## src/rtl/term_index_encoder.sv

```systemverilog
// term_index_encoder
//
// Purpose:
//   Takes a completed term mask (one bit per power-of-two term) and serially
//   emits the index of each set bit, highest first, one index per accepted
//   beat. At most MAX_TERMS indices are emitted per mask; any bits left over
//   once that budget is spent are discarded. Sits between the mask register
//   and the per-term shift/accumulate datapath with valid/ready on both sides.
//
// Ports:
//   clk         in   1      single clock, rising edge
//   reset       in   1      synchronous, active-high
//   in_valid    in   1      in_mask valid
//   in_ready    out  1      block idle, can accept a mask
//   in_mask     in   WIDTH  term mask; bit i set = term 2^i present
//   out_valid   out  1      out_idx valid
//   out_ready   in   1      downstream accepts out_idx
//   out_idx     out  IDX_W  index of current highest remaining set bit
//   out_last    out  1      current beat is the final index for this mask
//   done        out  1      1-cycle pulse after the final beat or an empty mask
//   done_count  out  CNT_W  indices emitted for the mask; valid while done=1

module term_index_encoder #(
    parameter int WIDTH     = 32,
    parameter int IDX_W     = 5,
    parameter int MAX_TERMS = 8,
    parameter int CNT_W     = 6
) (
    input  logic             clk,
    input  logic             reset,
    input  logic             in_valid,
    output logic             in_ready,
    input  logic [WIDTH-1:0] in_mask,
    output logic             out_valid,
    input  logic             out_ready,
    output logic [IDX_W-1:0] out_idx,
    output logic             out_last,
    output logic             done,
    output logic [CNT_W-1:0] done_count
);

    typedef enum logic {
        IDLE,
        EMIT
    } state_t;

    state_t           state;
    state_t           state_next;
    logic [WIDTH-1:0] mask_q;
    logic [WIDTH-1:0] mask_next;
    logic [CNT_W-1:0] cnt;
    logic [CNT_W-1:0] cnt_next;
    logic             done_q;
    logic             done_next;
    logic [CNT_W-1:0] done_cnt_q;
    logic [CNT_W-1:0] done_cnt_next;

    logic [IDX_W-1:0] hi_idx;
    logic             single_bit;
    logic             at_budget;
    logic             beat;

    // Priority encoder: scanning upward lets the highest set bit win.
    always_comb begin
        hi_idx = '0;
        for (int i = 0; i < WIDTH; i++) begin
            if (mask_q[i]) begin
                hi_idx = IDX_W'(i);
            end
        end
    end

    // Clearing the lowest set bit leaves zero only when exactly one bit is
    // set; in EMIT the mask is never empty, so this is popcount==1.
    assign single_bit = ((mask_q & (mask_q - WIDTH'(1))) == '0);
    assign at_budget  = (cnt == CNT_W'(MAX_TERMS - 1));

    assign in_ready   = (state == IDLE);
    assign out_valid  = (state == EMIT);
    assign out_idx    = out_valid ? hi_idx : '0;
    assign out_last   = out_valid && (single_bit || at_budget);
    assign beat       = out_valid && out_ready;
    assign done       = done_q;
    assign done_count = done_q ? done_cnt_q : '0;

    // Next-state logic. The done pulse is registered so that it appears the
    // cycle after the final beat (or after an empty mask is accepted), which
    // is also the first cycle a new mask can be accepted.
    always_comb begin
        state_next    = state;
        mask_next     = mask_q;
        cnt_next      = cnt;
        done_next     = 1'b0;
        done_cnt_next = done_cnt_q;
        case (state)
            IDLE: begin
                if (in_valid) begin
                    mask_next = in_mask;
                    cnt_next  = '0;
                    if (in_mask != '0) begin
                        state_next = EMIT;
                    end else begin
                        done_next     = 1'b1;
                        done_cnt_next = '0;
                    end
                end
            end
            EMIT: begin
                if (beat) begin
                    mask_next = mask_q & ~(WIDTH'(1) << hi_idx);
                    cnt_next  = cnt + CNT_W'(1);
                    if (out_last) begin
                        state_next    = IDLE;
                        done_next     = 1'b1;
                        done_cnt_next = cnt + CNT_W'(1);
                    end
                end
            end
            default: begin
                state_next = IDLE;
            end
        endcase
    end

    // State register; reset abandons any mask in flight without a done pulse.
    always_ff @(posedge clk) begin
        if (reset) begin
            state      <= IDLE;
            mask_q     <= '0;
            cnt        <= '0;
            done_q     <= 1'b0;
            done_cnt_q <= '0;
        end else begin
            state      <= state_next;
            mask_q     <= mask_next;
            cnt        <= cnt_next;
            done_q     <= done_next;
            done_cnt_q <= done_cnt_next;
        end
    end

endmodule

```

## config.mk

```make
export PLATFORM = sky130hd
export DESIGN_NAME = term_index_encoder
export DESIGN_NICKNAME = d
export VERILOG_FILES = /design/src/rtl/term_index_encoder.sv
export SDC_FILE = /design/constraint.sdc
export NUM_CORES = 1
export LEC_CHECK = 0
export ABC_AREA = 0
export CAP_MARGIN = 40
export CORE_ASPECT_RATIO = 0.9
export CORE_MARGIN = 3
export CORE_UTILIZATION = 54
export CTS_CLUSTER_DIAMETER = 40
export DETAILED_ROUTE_END_ITERATION = 10
export PLACE_DENSITY = 0.8
export REMOVE_ABC_BUFFERS = 1
export SYNTH_ARGS = -nofsm -noshare
export SYNTH_HDL_FRONTEND = slang
export SYNTH_SLANG_ARGS = --single-unit
```

## constraint.sdc

```tcl
create_clock -name clk -period 3.65 [get_ports clk]
set_input_delay 1.095 -clock clk [delete_from_list [all_inputs] [get_ports clk]]
set_output_delay 1.095 -clock clk [all_outputs]
set_load 0.03 [all_outputs]
```

---- Word-level counts from Yosys, hierarchy flattened ----
Cells that the tools add are included.
word-level totals
  bits in registers ....................... 46
  bits of input ports ..................... 36
operators by class
  $add $sub $neg .......................... 2
  eq/ne operators ......................... 5
  shift-type cells ........................ 1
  multiplexer cells ....................... 54
  bitwise operators ....................... 4
  reduce and logical (&&, ||, !) cells .... 7
operators by type and width
  kind                                                                    count
  5-bit 2-to-1 mux                                                        30
  32-bit AND                                                              2
  32-bit 2-to-1 mux                                                       2
  32-bit case mux with 2 select lines                                     1
  6-bit 2-to-1 mux                                                        7
  32-bit logical NOT                                                      1
  32-bit NOT                                                              1
  32-bit nonzero test                                                     1
  1-bit by 5-bit << shifter with 32-bit output (first input constant)     1
  32-bit by 1-bit subtractor with 32-bit output (second input constant)   1
  6-bit case mux with 2 select lines                                      2
  1-bit 2-to-1 mux                                                        9
  6-bit by 1-bit adder with 6-bit output (second input constant)          1
  6-bit by 3-bit equality test with 1-bit output (second input constant)  1
  2-bit != test (second input constant)                                   3
  1-bit case mux with 2 select lines                                      2
  4-bit AND reduction                                                     1
  1-bit logical AND                                                       2
  2-bit 2-to-1 mux                                                        1
  2-bit by 1-bit != test with 1-bit output (second input constant)        1
  2-bit AND reduction                                                     1
  1-bit logical OR                                                        1
  1-bit NOT                                                               1

---- Logic depth before layout (Yosys ltp) ----
Gate-level depths: netlist of run 1.
  depth after elaboration ................. 36
  depth in mapped cells ................... 10
  mapped depth without buffers ............ 8

---- Least setup slack after synthesis of run 1 ----
Ideal clock, no wire load.
  kind .................................... reg-to-output
  start ................................... register mask_q[5]
  end ..................................... output port out_last
  data arrival time ....................... 2239 ps
  path slack .............................. 316 ps
  cell stages (with the launch flop) ...... 9
  buffers on the path ..................... 1
  cells stage by stage .................... dfxtp_1 buf_6 nor4_4 nand4_2 a2111oi_2 o211ai_1 nor4_2 nor2_1 nor2_1
on the way
  cells in the longest elaborated chain, start to end .. 5
ends and longest elaborated chain
  item                                           line  source
  start: declaration                             49    logic [WIDTH-1:0] mask_q;
  start signal: assignment                       135   mask_q <= mask_next;
  32-bit by 1-bit subtractor with 32-bit output  75    assign single_bit = ((mask_q & (mask_q - WIDTH'(1))) == '0);
  32-bit AND *                                   75
  32-bit logical NOT *                           75
  1-bit logical OR *                             81    assign out_last = out_valid && (single_bit || at_budget);
  1-bit logical AND *                            81
  end: declaration                               37    output logic out_last,
Mark *: on every way between the ends. The rest lies on a longest branch, timed or not.

---- Worst setup path in the final report of run 1 ----
  start ................................... register mask_q[2]
  end ..................................... output port out_last
The elaborated chain is that of the path after synthesis.

==> flow_metrics.env, run 1 <==
export IMPL_synth_top_area_share=0.283
export IMPL_fin_crit_ns=3.82
export IMPL_drt_total_wl_um=12600
export IMPL_postRouteAntennaNets=0
export IMPL_core_area_um2=5760
export IMPL_ys_async_sr_fraction=0
export IMPL_yosys_warnings=0
export IMPL_clkSinkCount=46
export IMPL_power_leakage_nw=1.60
export IMPL_drcViolationCount=0
export IMPL_synth_ff_latch_count=46
export IMPL_cp_start_kind="flop"
export IMPL_post_route_period_util=1.05
export IMPL_io_buffers=50
export IMPL_switching_share=0.411
export IMPL_fillers=437
export IMPL_seqPwrFrac=0.364
export IMPL_grt_pass1_wl_um=19500
export IMPL_chipHeight_um=79.7
export IMPL_arrival_ns=2.73
export IMPL_grt_overflow=0
export IMPL_setup_worst_path_end_class="primary output"
export IMPL_antennaDiodeCount=0
export IMPL_status="finished, violations left"
export IMPL_cts_hold_fix_buffers=0
export IMPL_pwr_share_comb=0.419
export IMPL_multi_input_comb_area_um2=2110
export IMPL_rows=26
export IMPL_design_area_um2=4240
export IMPL_drive_gt1_frac=0.197
export IMPL_maxCapViolations=0
export IMPL_clk_pin_slew_worst_paths_ns=0.11
export IMPL_hold_viol_final=0
export IMPL_dieArea_um2=7000
export IMPL_ys_dominant_reg_cell="dfxtp_1"
export IMPL_gp_congestion=1.01
export IMPL_worstHoldPathCells=1
export IMPL_post_drt_wl_per_cell_um=21.6
export IMPL_required_ns=2.55
export IMPL_synth_area_leader_cell="dfxtp_1"
export IMPL_cts_max_level=2
export IMPL_tightestPinTransition_ns=0.935
export IMPL_peakVddDrop_mv=0.243
export IMPL_grt_max_degree=30
export IMPL_violations="setup timing"
export IMPL_final_setup_worst_slack_ns=-0.173
export IMPL_max_freq_mhz=262
export IMPL_path_class="flop to primary output"
export IMPL_synth_area_top_cells="dfxtp_1, nand2_1, nor2_1, o21ai_0, a21oi_1"
export IMPL_ios=51
export IMPL_skew_ns=0.0155
export IMPL_drt_pass1_iter_count=5
export IMPL_grt_pass1_vias=3668
export IMPL_ys_seq_area_frac=0.283
export IMPL_seq_area_um2=928
export IMPL_area_growth_pct=30.1
export IMPL_power_switching_w=0.000659
export IMPL_r2r_cells=23
export IMPL_place_area_um2=3890
export IMPL_clk_path_buf_depth=2
export IMPL_clock_tree_root_cell="clkbuf_8"
export IMPL_netlist_area_um2=3260
export IMPL_finish_utilization=0.736
export IMPL_die_x_um=87.9
export IMPL_cts_buffers_inserted=5
export IMPL_relSlewSlack=0.372
export IMPL_routed_via_density=6.88
export IMPL_cp_max_fo=4
export IMPL_start_util=0.566
export IMPL_first_iter_violations=561
export IMPL_rsz0062_at_grt="true"
export IMPL_power_density_nw_per_um2=378
export IMPL_setup_viol=2
export IMPL_drv_slew=0
export IMPL_avgSynthCellArea_um2=7.56
export IMPL_fin_nets=549
export IMPL_antenna_found_initial=0
export IMPL_gr_usage_all_layers=0.360
export IMPL_place_detailed_hpwl_um=8600
export IMPL_clkLatencyLatePin_ns=0.32
export IMPL_synth_edf_count=0
export IMPL_cts_tree="yes"
export IMPL_clock_power_share=0.217
export IMPL_postSynthCellCount=431
export IMPL_p_int_w=0.000943
export IMPL_vias=4013
export IMPL_ys_types=72
export IMPL_min_path_type="flop to flop"
==> registers in the layout (all words and copies together) (netlist names) <==
name,cells
out_valid,1
done_cnt_q,6
done,1
cnt,6
mask_q,32
==> critical path, stage by stage (launching register included) <==
cell	delay [ns]
dfxtp_2	0.35
buf_6	0.12
nor4_4	0.35
nand4_2	0.21
a2111oi_4	0.38
o211ai_1	0.19
nor4_4	0.40
nor2_2	0.10
nor2_2	0.17
buf_6	0.16
==> cell usage in the layout, fill, tap and decap left out, types with 4 or more instances in the layout <==
master / Yosys / layout
a211oi_1: 4 / 4
a31oi_1: 8 / 8
clkbuf_8: 4 / 5
and2_1: 13 / 13
a221o_1: 4 / 4
a311oi_1: 5 / 5
xnor2_1: 4 / 4
buf_6: 7 / 12
mux2i_1: 7 / 7
clkdlybuf4s50_1: 0 / 46
nor4_1: 19 / 18
o211ai_1: 5 / 5
a21oi_1: 28 / 28
nor4_4: 3 / 5
nor2_2: 2 / 4
dfxtp_2: 0 / 6
buf_4: 2 / 46
nand2_1: 55 / 54
inv_1: 14 / 14
nor3_1: 21 / 21
dfxtp_1: 46 / 40
o21ai_0: 30 / 28
nand3_1: 5 / 5
nor2_1: 46 / 44
o21ai_1: 6 / 8
a22oi_1: 5 / 5
==> layer usage <==
layer	up-vias	track usage	share of wire
met2	324	0.531	0.43
met4	0	0.156	0.044
met5	-	0	0
li1	1769	-	-
met3	63	0.0857	0.12
met1	1857	0.495	0.41
==> stage by stage <==
stage | worst slack (ns) | power (W) | cells | TNS, ns | hold slack, ns
2_1_floorplan | 0.253 | 0.000918 | 399 | 0 | 0.432
3_3_place_gp | 0.0930 | 0.00119 | 555 | 0 | 0.452
5_1_grt | -0.249 | 0.00166 | 583 | -0.363 | 0.523
3_5_place_dp | 0.0463 | 0.00119 | 555 | 0 | 0.460
6_report | -0.173 | 0.00160 | 583 | -0.186 | 0.496
4_1_cts | -0.0228 | 0.00155 | 582 | -0.0228 | 0.481
==> layout make-up <==
class                           instances  share of cell area
Inverter                               15              0.0133
Timing Repair Buffer                  106               0.226
Multi-Input combinational cell        338               0.499
Tap cell                               70              0.0207
Sequential cell                        46               0.219
Clock buffer                            5              0.0162
Clock inverter                          3             0.00591
==> logic make-up after synthesis <==
group	Yosys count	synth area share
simple gates	184	0.292
compound gates	142	0.304
buf+inv	47	0.0853
flops	46	0.283
mux	7	0.0215
xor+xnor	4	0.0108
fa+ha+maj	1	0.00384
==> Yosys cell counts, drive strengths merged (8+ instances only) <==
cell type and count:
nor2 48, and2 14, dfxtp 46, o21ai 36
clkbuf 21, inv 14, buf 11, nor3 21
nand2 56, nor4 26, a21oi 29, a31oi 8
==> power by group through the flow <==
stage                     Combinational, W  Clock, W  Sequential [W]
final                             0.000672  0.000348        0.000583
after global routing              0.000708  0.000366        0.000587
after CTS                         0.000628  0.000345        0.000578
after detailed placement          0.000602         0        0.000589
after global placement            0.000602         0        0.000588
after floorplan                   0.000329         0        0.000589
==> worst paths after layout <==
kind                                     from             to  slack (ns)
worst max-delay path                mask_q[2]       out_last       -0.17
worst min-delay path            done_cnt_q[1]  done_cnt_q[1]        0.50
worst max register to register      mask_q[2]  done_cnt_q[4]       -0.01
worst min register to register  done_cnt_q[1]  done_cnt_q[1]        0.50
==> timing repair <==
item,4_1_cts,5_1_grt
pin swaps,8,10
resized for setup,11,21
buffers inserted,19,2
endpoints found under the setup margin,2,5
Power figures use the tool's default switching activity.
==> run 2: changes to the inputs <==
--- a/config.mk
+++ b/config.mk
@@ -8,10 +8,11 @@
 export ABC_AREA = 0
 export CAP_MARGIN = 40
 export CORE_ASPECT_RATIO = 0.9
-export CORE_MARGIN = 3
+export CORE_MARGIN = 8
 export CORE_UTILIZATION = 54
 export CTS_CLUSTER_DIAMETER = 40
 export DETAILED_ROUTE_END_ITERATION = 10
+export GPL_ROUTABILITY_DRIVEN = 0
 export PLACE_DENSITY = 0.8
 export REMOVE_ABC_BUFFERS = 1
 export SYNTH_ARGS = -nofsm -noshare
==> flow_metrics.env, run 2 (synthesis gave the netlist of run 1 again) <==
export IMPL_place_detailed_hpwl_um=8210
export IMPL_placedCellCount=549
export IMPL_cp_max_fo=3
export IMPL_clkLatencyLatePin_ns=0.31
export IMPL_min_path_type="flop to flop"
export IMPL_dieArea_um2=8780
export IMPL_maxCapViolations=0
export IMPL_cts_max_level=2
export IMPL_cpPeakStageDelay_ns=0.44
export IMPL_drt_pass1_iter_count=9
export IMPL_tightestPinTransition_ns=1.01
export IMPL_area_growth_pct=31.3
export IMPL_clkSinkCount=46
export IMPL_top_regs="mask_q: 32 flops, cnt: 6 flops, done_cnt_q: 6 flops"
export IMPL_largest_reg_flops=32
export IMPL_grt_overflow=0
export IMPL_worstHoldPathCells=2
export IMPL_io_buffers=50
export IMPL_violations="setup timing"
export IMPL_cp_slowest_cell="nor4_2"
export IMPL_clk_pin_slew_worst_paths_ns=0.10
export IMPL_r2r_cells=19
export IMPL_required_ns=2.55
export IMPL_finish_utilization=0.715
export IMPL_drt_total_wl_um=12600
export IMPL_antennaDiodeCount=0
export IMPL_post_route_period_util=1.07
export IMPL_antenna_found_initial=0
export IMPL_reg2reg_slack_ns=0.03
export IMPL_worstPathCellList="buf_6 -> nor4_4 -> nand4_2 -> a2111oi_4 -> o211ai_1 -> nor4_2 -> nor2_1 -> nor2_1 -> buf_4"
export IMPL_power_density_nw_per_um2=377
export IMPL_min_delay_worst_endpoint="done_cnt_q[5]"
export IMPL_drive_gt1_frac=0.206
export IMPL_timing_rr_start="mask_q[2]"
export IMPL_cts_tree="yes"
export IMPL_drcViolationCount=0
export IMPL_drv_slew=0
export IMPL_chipHeight_um=89.7
export IMPL_cpMostUsedCell="nor2_1"
export IMPL_final_setup_worst_slack_ns=-0.268
export IMPL_ios=51
export IMPL_cp_start_kind="flop"
export IMPL_routed_via_density=6.86
export IMPL_peakVddDrop_mv=0.272
export IMPL_power_switching_w=0.000641
export IMPL_path_delay_family="simple AND/OR/NAND/NOR gates"
export IMPL_gr_usage_all_layers=0.278
export IMPL_first_iter_violations=595
export IMPL_core_area_um2=5980
export IMPL_fin_crit_ns=3.92
export IMPL_min_from="done_cnt_q[5]"
export IMPL_postRouteAntennaNets=0
export IMPL_fin_cells=586
export IMPL_grt_max_degree=30
export IMPL_rows=27
export IMPL_path_class="flop to primary output"
export IMPL_clock_power_share=0.208
export IMPL_status="finished, violations left"
export IMPL_grt_pass1_wl_um=19400
export IMPL_switching_share=0.398
export IMPL_seqPwrFrac=0.362
export IMPL_power_leakage_nw=1.60
export IMPL_final_cell_mix="nand2_1, buf_4, nor2_1, clkdlybuf4s50_1, dfxtp_1"
export IMPL_clock_tree_root_cell="clkbuf_8"
export IMPL_rsz0062_at_grt="true"
export IMPL_vias=4019
export IMPL_clk_path_buf_depth=2
export IMPL_hold_viol_final=0
export IMPL_max_freq_mhz=255
export IMPL_arrival_ns=2.82
export IMPL_relSlewSlack=0.319
export IMPL_start_util=0.545
export IMPL_p_int_w=0.000970
export IMPL_setup_worst_path_end_class="primary output"
export IMPL_skew_ns=0.0109
export IMPL_die_x_um=97.9
export IMPL_cp_num_buf_inv=2
export IMPL_grt_pass1_vias=3783
export IMPL_top_register="mask_q"
export IMPL_cts_buffers_inserted=5
export IMPL_post_drt_wl_per_cell_um=21.5
export IMPL_setup_viol=1
export IMPL_pwr_share_comb=0.430
export IMPL_worst_r2r_endpoint="done_cnt_q[2]"
export IMPL_fin_nets=550
## run 2: timing repair
action,in CTS,in global routing
pin swaps,12,17
hold buffers,0,0
buffers inserted,26,7
endpoints found under the setup margin,3,10
gates resized for setup,18,18
hold endpoints to repair,0,0
## run 2: through the flow
step / power [W] / cell area [µm²] / TNS (ns) / setup WS, ns / hold slack [ns]
floorplan: 0.000918 / 3040 / 0 / 0.253 / 0.432
CTS: 0.00154 / 4170 / -0.0190 / -0.0190 / 0.476
finish: 0.00161 / 4280 / -0.268 / -0.268 / 0.475
global route: 0.00167 / 4280 / -0.593 / -0.370 / 0.495
global placement: 0.00116 / 3830 / 0 / 0.142 / 0.448
detailed placement: 0.00116 / 3830 / 0 / 0.0739 / 0.454
## run 2: cell type report
class | count | area, µm²
clock inverters | 1 | 5.00
clock buffers | 7 | 86.3
fillers | 435 | 1700
well taps | 72 | 90.1
multi-input cells | 338 | 2170
flip-flops and latches | 46 | 933
inverters | 15 | 56.3
repair buffers | 107 | 936
## run 2: worst reg2reg max path: cells and delay by family, from the launching register on
kind	cells	cell delay, ns
and+or+nand+nor	4	1.29
buffers and inverters	11	1.15
DFF	1	0.36
AOI/OAI and AO/OA	4	0.76
## run 2: worst max path at each step
| stage | startpoint | end | slack (ns) | depth (start not counted) |
|---|---|---|---|---|
| after CTS | mask_q[4] | out_last | -0.02 | 9 |
| after floorplan | in_valid | done_cnt_q[0] | 0.25 | 6 |
| after global routing | mask_q[5] | out_last | -0.37 | 8 |
| after detailed placement | mask_q[13] | out_idx[0] | 0.07 | 9 |
| final | mask_q[2] | out_last | -0.27 | 9 |
| after global placement | mask_q[13] | out_idx[0] | 0.14 | 9 |
## run 2: power groups by stage
stage               Sequential (W)  Combinational [W]  Clock (W)
global placement          0.000585           0.000572          0
global route              0.000587           0.000727   0.000358
floorplan                 0.000589           0.000329          0
finish                    0.000583           0.000693   0.000335
detailed placement        0.000587           0.000574          0
CTS                       0.000578           0.000627   0.000335
## run 2: per-layer routing
metal  routed length (µm)  GRT usage  vias up
met4                  787      0.162        0
met1                 4570      0.326     1797
met2                 5710      0.463      357
met5                    0          0        -
li1                     -          -     1778
met3                 1550     0.0678       87
==> run 3: changes to the inputs <==
--- a/config.mk
+++ b/config.mk
@@ -13,7 +13,7 @@
 export CTS_CLUSTER_DIAMETER = 40
 export DETAILED_ROUTE_END_ITERATION = 10
 export GPL_ROUTABILITY_DRIVEN = 0
-export PLACE_DENSITY = 0.8
+export PLACE_DENSITY = 0.88
 export REMOVE_ABC_BUFFERS = 1
 export SYNTH_ARGS = -nofsm -noshare
 export SYNTH_HDL_FRONTEND = slang
==> flow_metrics.env, run 3 (synthesis gave the netlist of run 1 again) <==
export IMPL_status="finished, violations left"
export IMPL_violations="setup timing"
export IMPL_design_area_um2=4110
export IMPL_fillers=462
export IMPL_place_detailed_hpwl_um=8380
export IMPL_clock_tree_root_cell="clkbuf_8"
export IMPL_post_route_period_util=1.07
export IMPL_cts_tree="yes"
export IMPL_fin_cells=564
export IMPL_cp_start_kind="flop"
export IMPL_setup_worst_path_end_class="primary output"
export IMPL_final_cell_mix="nand2_1, clkdlybuf4s50_1, nor2_1, dfxtp_1, buf_4"
export IMPL_tightestPinTransition_ns=0.943
export IMPL_io_buffers=50
export IMPL_routed_via_density=7.08
export IMPL_grt_max_degree=30
export IMPL_clk_path_buf_depth=2
export IMPL_grt_pass1_wl_um=18400
export IMPL_area_growth_pct=26.2
export IMPL_antennaDiodeCount=0
export IMPL_fin_crit_ns=3.91
export IMPL_top_register="mask_q"
export IMPL_clock_power_share=0.210
export IMPL_maxCapViolations=0
export IMPL_drcViolationCount=0
export IMPL_p_int_w=0.000936
export IMPL_min_path_type="flop to flop"
export IMPL_finalPower_w=0.00160
export IMPL_multi_input_comb_area_um2=2180
export IMPL_first_iter_violations=649
export IMPL_peakVddDrop_mv=0.223
export IMPL_power_density_nw_per_um2=390
export IMPL_largest_reg_flops=32
export IMPL_place_area_um2=3830
export IMPL_dieArea_um2=8780
export IMPL_grt_pass1_vias=3563
export IMPL_layout_commonest_cell="nand2_1"
export IMPL_tns_ns=-0.259
export IMPL_grt_overflow=0
export IMPL_cp_max_fo=7
export IMPL_power_switching_w=0.000666
export IMPL_drt_pass1_iter_count=6
export IMPL_place_ws_ns=0.102
export IMPL_worstPathCellList="nor4_4 -> nand2_2 -> o32ai_2 -> o2111ai_2 -> nor4_4 -> nor2_2 -> nor2_2 -> buf_6"
export IMPL_hold_viol_final=0
export IMPL_met3_usage=0.0609
export IMPL_rsz0062_at_grt="true"
export IMPL_clk_pin_slew_worst_paths_ns=0.10
export IMPL_grt_use_met1=0.318
export IMPL_final_setup_worst_slack_ns=-0.259
export IMPL_gr_usage_all_layers=0.260
export IMPL_max_freq_mhz=256
export IMPL_vias=3991
export IMPL_cts_hold_fix_buffers=0
export IMPL_cts_buffers_inserted=5
export IMPL_ios=51
export IMPL_chipHeight_um=89.7
export IMPL_pwr_share_comb=0.424
export IMPL_drt_total_wl_um=12400
export IMPL_postRouteAntennaNets=0
export IMPL_switching_share=0.416
export IMPL_rows=27
export IMPL_gr_usage_met2=0.429
export IMPL_setup_viol=1
export IMPL_grt_busiest_layer="met2"
export IMPL_top_regs="mask_q: 32 flops, cnt: 6 flops, done_cnt_q: 6 flops"
export IMPL_power_leakage_nw=1.50
export IMPL_drive_gt1_frac=0.177
export IMPL_placedCellCount=548
export IMPL_cpPeakStageDelay_ns=0.43
export IMPL_cp_slowest_cell="dfxtp_1"
export IMPL_start_util=0.545
export IMPL_fin_nets=528
export IMPL_seqPwrFrac=0.366
export IMPL_path_class="flop to primary output"
export IMPL_clkLatencyLatePin_ns=0.32
export IMPL_post_drt_wl_per_cell_um=22.0
export IMPL_seq_area_um2=930
export IMPL_die_x_um=97.9
export IMPL_antenna_found_initial=0
export IMPL_clkSinkCount=46
export IMPL_skew_ns=0.00994
export IMPL_relSlewSlack=0.366
export IMPL_arrival_ns=2.81
export IMPL_drv_slew=0
export IMPL_cts_max_level=2
export IMPL_core_area_um2=5980
export IMPL_required_ns=2.55
==> run 3: changes by cell type in the layout (fill, tap and decap cells not counted), moves of 3 or more <==
cell | previous run | this run
dfxtp_1 | 38 | 43
buf_6 | 5 | 1
dfxtp_2 | 7 | 1
nor2_2 | 1 | 4
buf_4 | 54 | 37
==> run 3: final timing paths <==
check | end | start | slack [ns] | cells after the start
max | out_last | mask_q[15] | -0.26 | 8
min reg2reg | done_cnt_q[2] | done_cnt_q[2] | 0.48 | 1
max reg2reg | mask_q[10] | mask_q[13] | 0.62 | 9
min | done_cnt_q[2] | done_cnt_q[2] | 0.48 | 1
==> run 3: metrics by stage <==
step | utilization | hold slack [ns]
detailed placement | 0.640 | 0.464
global route | 0.687 | 0.522
finish | 0.687 | 0.480
CTS | 0.658 | 0.487
floorplan | - | 0.432
global placement | 0.640 | 0.454
==> run 3: power by group through the flow <==
stage	logic, W	registers (W)	clock network [W]
final	0.000679	0.000586	0.000336
after global routing	0.000707	0.000588	0.000362
after CTS	0.000576	0.000577	0.000331
after detailed placement	0.000571	0.000587	0
after global placement	0.000562	0.000585	0
after floorplan	0.000329	0.000589	0
==> run 3: cell type report <==
cell class,instances,share of cell area
multi-input cells,338,0.530
inverters,15,0.0137
flip-flops and latches,46,0.226
clock buffers,5,0.0167
well taps,72,0.0219
clock inverters,3,0.00578
repair buffers,85,0.185
==> run 3: per-layer routing <==
metal | routed length [µm] | vias up
li1 | - | 1731
met4 | 715 | 0
met5 | 0 | -
met1 | 4550 | 1768
met3 | 1620 | 106
met2 | 5510 | 386
==> run 3: repair_timing <==
item / CTS / global route
pin swaps: 1 / 14
gates resized for setup: 3 / 31
setup endpoints to repair: 2 / 5
setup buffers: 0 / 8
==> run 3: worst max-delay path: cells and delay by family (launching register included) <==
family | cells | cell delay, ns
buf+inv | 1 | 0.15
flops | 1 | 0.43
simple gates | 5 | 1.29
compound gates | 2 | 0.63
